File: src/rtl/glm_dot_arbiter.sv
// rtl/glm_dot_arbiter.sv - round-robin arbiter/sequencer sharing one glm_dot unit
//
// Purpose:
//    Shares a single glm_dot compute unit between NUM_REQUESTERS instruction
//    issuers. A granted requester's 6-word register file is latched onto
//    dot_regs, dot_op_start is pulsed, and when dot_op_done returns a one-cycle
//    done pulse goes back to that requester. Also keeps an issue counter, a
//    sticky watchdog flag for stalled operations and a sticky flag for
//    unexpected completion pulses.
//
// Ports:
//    clk, reset      clock, synchronous active-high reset
//    req             level request per requester, held until its done
//    req_regs        packed register files, requester i at [i*192 +: 192]
//    grant           one-hot grant, high from issue until done
//    done            one-cycle completion pulse to the granted requester
//    dot_op_start    start pulse to the dot unit
//    dot_op_done     completion pulse from the dot unit
//    dot_regs        latched register file for the dot unit
//    busy            operation outstanding
//    active_id       index of the granted requester (valid while busy)
//    num_issued      wrapping count of operations started
//    err_timeout     sticky watchdog flag
//    err_spurious    sticky flag, dot_op_done seen outside WAIT
//
// NUM_REQUESTERS is 2..4 and ID_WIDTH must cover it; TIMEOUT_CYCLES=0
// disables the watchdog.

module glm_dot_arbiter #(
   parameter int NUM_REQUESTERS = 2,
   parameter int ID_WIDTH       = 2,
   parameter int TIMEOUT_CYCLES = 0
) (
   input  logic                          clk,
   input  logic                          reset,
   input  logic [NUM_REQUESTERS-1:0]     req,
   input  logic [NUM_REQUESTERS*192-1:0] req_regs,
   output logic [NUM_REQUESTERS-1:0]     grant,
   output logic [NUM_REQUESTERS-1:0]     done,
   output logic                          dot_op_start,
   input  logic                          dot_op_done,
   output logic [191:0]                  dot_regs,
   output logic                          busy,
   output logic [ID_WIDTH-1:0]           active_id,
   output logic [31:0]                   num_issued,
   output logic                          err_timeout,
   output logic                          err_spurious
);

   localparam int          REG_W   = 192;
   localparam logic [31:0] TMO_LIM = 32'(TIMEOUT_CYCLES);

   typedef enum logic [0:0] {
      ST_IDLE = 1'b0,
      ST_WAIT = 1'b1
   } state_t;

   state_t              state;
   logic [ID_WIDTH-1:0] ptr;
   logic [31:0]         wd_cnt;

   // Round-robin pick: first set bit at or above the pointer, otherwise the
   // lowest set bit (the wrap-around part of the search).
   logic                found;
   logic [ID_WIDTH-1:0] sel;
   logic [REG_W-1:0]    sel_regs;
   logic [ID_WIDTH-1:0] next_ptr;

   always_comb begin
      found = 1'b0;
      sel   = '0;
      for (int i = 0; i < NUM_REQUESTERS; i++) begin
         if (!found && req[i] && (ID_WIDTH'(i) >= ptr)) begin
            found = 1'b1;
            sel   = ID_WIDTH'(i);
         end
      end
      for (int i = 0; i < NUM_REQUESTERS; i++) begin
         if (!found && req[i]) begin
            found = 1'b1;
            sel   = ID_WIDTH'(i);
         end
      end
   end

   // Mux written with constant slices so each branch is a fixed wire range.
   always_comb begin
      sel_regs = '0;
      for (int i = 0; i < NUM_REQUESTERS; i++) begin
         if (sel == ID_WIDTH'(i)) begin
            sel_regs = req_regs[i*REG_W +: REG_W];
         end
      end
   end

   always_comb begin
      next_ptr = '0;
      if (active_id != ID_WIDTH'(NUM_REQUESTERS - 1)) begin
         next_ptr = active_id + ID_WIDTH'(1);
      end
   end

   always_ff @(posedge clk) begin
      if (reset) begin
         state        <= ST_IDLE;
         ptr          <= '0;
         wd_cnt       <= '0;
         grant        <= '0;
         done         <= '0;
         dot_op_start <= 1'b0;
         dot_regs     <= '0;
         busy         <= 1'b0;
         active_id    <= '0;
         num_issued   <= '0;
         err_timeout  <= 1'b0;
         err_spurious <= 1'b0;
      end else begin
         dot_op_start <= 1'b0;
         done         <= '0;
         case (state)
            ST_IDLE: begin
               if (dot_op_done) begin
                  err_spurious <= 1'b1;
               end
               if (found) begin
                  state        <= ST_WAIT;
                  for (int i = 0; i < NUM_REQUESTERS; i++) begin
                     grant[i] <= (sel == ID_WIDTH'(i));
                  end
                  active_id    <= sel;
                  dot_regs     <= sel_regs;
                  dot_op_start <= 1'b1;
                  busy         <= 1'b1;
                  num_issued   <= num_issued + 32'd1;
                  wd_cnt       <= '0;
               end
            end

            ST_WAIT: begin
               // Saturating watchdog; the flag only reports, the arbiter
               // keeps waiting for the real completion.
               if (TIMEOUT_CYCLES > 0) begin
                  if (wd_cnt != TMO_LIM) begin
                     wd_cnt <= wd_cnt + 32'd1;
                     if (wd_cnt + 32'd1 == TMO_LIM) begin
                        err_timeout <= 1'b1;
                     end
                  end
               end
               if (dot_op_done) begin
                  // A completion coincident with our own start pulse cannot
                  // belong to this operation.
                  if (dot_op_start) begin
                     err_spurious <= 1'b1;
                  end else begin
                     state <= ST_IDLE;
                     grant <= '0;
                     busy  <= 1'b0;
                     ptr   <= next_ptr;
                     for (int i = 0; i < NUM_REQUESTERS; i++) begin
                        done[i] <= (active_id == ID_WIDTH'(i));
                     end
                  end
               end
            end

            default: state <= ST_IDLE;
         endcase
      end
   end

endmodule

File: config.mk
export PLATFORM = sky130hd
export DESIGN_NAME = glm_dot_arbiter
export DESIGN_NICKNAME = d
export VERILOG_FILES = /design/src/rtl/glm_dot_arbiter.sv
export SDC_FILE = /design/constraint.sdc
export NUM_CORES = 1
export LEC_CHECK = 0
export ABC_CLOCK_PERIOD_IN_PS = 4960
export CORE_AREA = 5 5 242 244
export CTS_CLUSTER_DIAMETER = 40
export DETAILED_ROUTE_END_ITERATION = 7
export DIE_AREA = 0 0 247 249
export DONT_BUFFER_PORTS = 1
export HOLD_SLACK_MARGIN = 0.02
export MAX_ROUTING_LAYER = met4
export PLACE_DENSITY = 0.3
export RECOVER_POWER = 50
export SLEW_MARGIN = 5
export SYNTH_ARGS = -nofsm -noshare
export SYNTH_HDL_FRONTEND = slang
export SYNTH_SLANG_ARGS = --single-unit
File: constraint.sdc
create_clock -name clk -period 4.96 [get_ports clk]
set_clock_uncertainty 0.2 [all_clocks]
set_input_delay 1.24 -clock clk [delete_from_list [all_inputs] [get_ports clk]]
set_output_delay 1.24 -clock clk [all_outputs]
set_load 0.005 [all_outputs]
==> flow_summary.yaml <==
worst_setup_path:
  crit_top_cell: "nor2_1"
  crit_fanout: 42
  regToRegSetupSlack_ns: 2.01
  worstReg2RegEnd: "dot_regs[95]"
  cp-end-kind: "register"
  worstPathArrival_ns: 3.52
  crit_chain: "nor2_1, nor2_1, buf_12, clkbuf_1, nor2_1, a211oi_1"
  crit_path_top_delay_cell: "nor2_1"
  path_class: "input port to register"
  reg2reg_from: "state"
  start_kind: "input port"
  cp_data_required_time_ns: 5.21
  reg2reg_depth: 5
  max_stage_delay_ns: 1.06
route:
  antenna_left: 0
  vias_per_cell: 4.20
  drt_iter0_markers: 324
  routedWlPerCell_um: 20.3
  vias: 7694
  drcViolationCount: 0
  drt_wl_total_um: 37200
  drt_first_pass_iters: 4
yosys:
  synth_edf_count: 0
  synthAdderAreaFrac_pct: 0.123
  synth_top_family_by_area: "multiplexers"
  synthMuxAreaShare_pct: 19.1
  synthCells: 1067
  synth-main-ff-cell: "dfxtp_1"
  seq_area_frac_synth_pct: 46.2
  yosys.area_share.simple_pct: 13.0
  synthXorXnorAreaFrac_pct: 2.16
  postSynthAreaPerCell_sq_um: 9.51
  yosys_warnings: 0
  synth_cell_types: 37
  netlist_area_sq_um: 10100
  synth-seq-cells: 234
  postSynth.asyncResetShare_pct: 0
  synth_compound_gate_area_share_pct: 15.4
die:
  die_width_um: 247
  start_util_pct: 18.1
  die-area_sq_um: 61500
  ioPinCount: 623
  fp-row-count: 87
  fp.dieH_um: 249
  coreArea_sq_um: 56100
global_routing:
  grt_pass1_wl_um: 53000
  antenna_found_initial: 1
  overflow: 0
  grt_use_total_pct: 11.6
  grt_max_degree: 236
  grt_pass1_vias: 7963
power:
  ir_drop_mv: 0.194
  p_leak_nw: 5.25
  sw_frac_of_total_pct: 24.8
  p_sw_mw: 1.56
  combPwrFrac_pct: 8.0
  power.internal_mw: 4.72
  p_clk_share_pct: 56.6
  cellPowerDensity_nw_per_um2: 497
  p_seq_share_pct: 35.4
timing:
  worst_slew_pin_slew_ns: 1.43
  finalHoldViolations: 0
  setup-violations-final: 0
  slew-limit-headroom_pct: 4.04
  rsz0062_at_grt: "false"
  fin_crit_ns: 3.27
  fin_crit_sh_pct: 65.9
  tns_ns: 0
  fin_ws_ns: 1.69
  drv_slew: 0
  fmax_ghz: 0.306
worst_hold_path:
  min_from: "err_spurious"
  min_to: "err_spurious"
  holdCritPathClass: "register to register"
  whs_path_depth: 2
cts:
  clock_latency_ns: 0.55
  cts_tree: "built"
  htree_levels: 2
  holdBufCountCts: 0
  post-cts-setup-buffer-count: 0
  cts_max_path_buffers: 3
  path_clk_slew_ns: 0.05
  cts_root_buf: "clkbuf_16"
  cts_made_buffers: 52
  cts_resized: 0
  cts_num_sinks: 234
final_layout:
  drive_gt1_share_pct: 9.48
  nets: 1427
  instances_no_fill: 1834
  finish.instance_area_sq_um: 12600
  area_growth_syn_to_layout_pct: 24.6
placement:
  port_buffers: 0
  postPlaceCellArea_sq_um: 10900
  place_inst: 1739
  routabilityCongestion: 0.759
  dp_slack_ns: 1.62
  dp_hpwl_um: 27300
flow_run:
  maxCapViolations: 0
run_status:
  run_status: "finished, final reports clean"
==> critical path: cells and delay by family <==
family / cells / cell delay [ns]
simple gates: 3 / 1.18
buf+inv: 2 / 0.86
compound gates: 1 / 0.22
==> how the worst max path moves through the flow <==
| stage | from | end | slack, ns | cells after the start |
|---|---|---|---|---|
| finish | req[0] | dot_regs[95] | 1.69 | 6 |
| global route | req[0] | dot_regs[87] | 1.41 | 6 |
| CTS | num_issued[13] | num_issued[31] | 2.13 | 5 |
| detailed placement | req[0] | num_issued[31] | 1.62 | 5 |
| global placement | req[0] | num_issued[31] | 1.64 | 5 |
| floorplan | req[0] | num_issued[31] | 1.91 | 6 |
==> power groups by stage <==
stage | sequential [mW] | combinational, mW | clock, mW
after floorplan | 2.19 | 0.441 | 0
after global placement | 2.28 | 0.510 | 0
after detailed placement | 2.27 | 0.521 | 0
after CTS | 2.24 | 0.520 | 3.68
after global routing | 2.24 | 0.572 | 3.78
final | 2.22 | 0.504 | 3.55
==> flip-flops by register name, summed over array words and instances (netlist names) <==
name and cells:
ptr 1, num_issued 32, active_id 1, busy 1, dot_op_start 1, state 1, done 2, grant 2
dot_regs 192, err_spurious 1
==> stage by stage <==
step	hold slack [ns]	power, mW	utilization, %
6_report	0.296	6.28	22.6
5_1_grt	0.329	6.59	22.5
4_1_cts	0.301	6.44	22.6
3_5_place_dp	0.289	2.79	19.4
3_3_place_gp	0.285	2.79	19.4
2_1_floorplan	0.255	2.63	-
==> synthesized netlist by cell type, drive strengths merged (2+ instances only) <==
library cell  number  share of area [%]
dfxtp            234                 46
nor2             232                8.6
a211oi           192                 14
mux2i            192                 19
clkbuf            68                2.5
buf               26                1.3
nand2             17               0.63
xnor2             16                1.4
a21oi             11               0.54
nand4             11               0.68
nor4              10                1.1
xor2               9               0.78
inv                7               0.26
nor3               7               0.46
nand3              6               0.30
and4               5               0.43
o21ai              5               0.25
or3                4               0.25
or4                2               0.15
==> cell families after synthesis <==
family	count (synthesis)
and+or+nand+nor	300
DFF	234
AOI/OAI and AO/OA	212
muxes	193
buffers and inverters	101
xor gates and xnor gates	25
adders and majority gates	1
other	1
==> metal layers <==
metal,share of wire [%],vias to the layer above,global-route usage [%]
met4,3.2,0,4.45
met5,0,-,-
li1,-,3839,-
met1,37,3433,12.2
met2,50,351,19.4
met3,9.7,71,4.74
==> layout make-up <==
type | count | area, sq um
fill | 6100 | 43400
multi-input combinational | 733 | 5040
sequential | 234 | 4680
clock buffer | 69 | 1490
tap | 756 | 946
clock inverter | 24 | 340
timing repair buffer | 9 | 115
inverter | 7 | 26.3
antenna | 2 | 5.00
==> placed cells by master, fill, tap and decap left out, types with 3 or more instances in the layout <==
cell type,n
clkinv_2,4
clkbuf_8,10
bufinv_16,7
buf_12,5
or3_1,4
nor4_2,8
xor2_1,9
a21oi_1,11
nor2_1,232
nand2_1,17
o21ai_0,5
mux2i_1,192
clkbuf_16,53
clkinv_4,9
clkbuf_1,10
a211oi_1,192
inv_1,7
clkinvlp_4,3
nor3_1,6
and4_1,5
nand4_1,11
dfxtp_1,234
xnor2_1,16
nand3_1,6
Note: power is estimated with default switching activity, not from simulation.
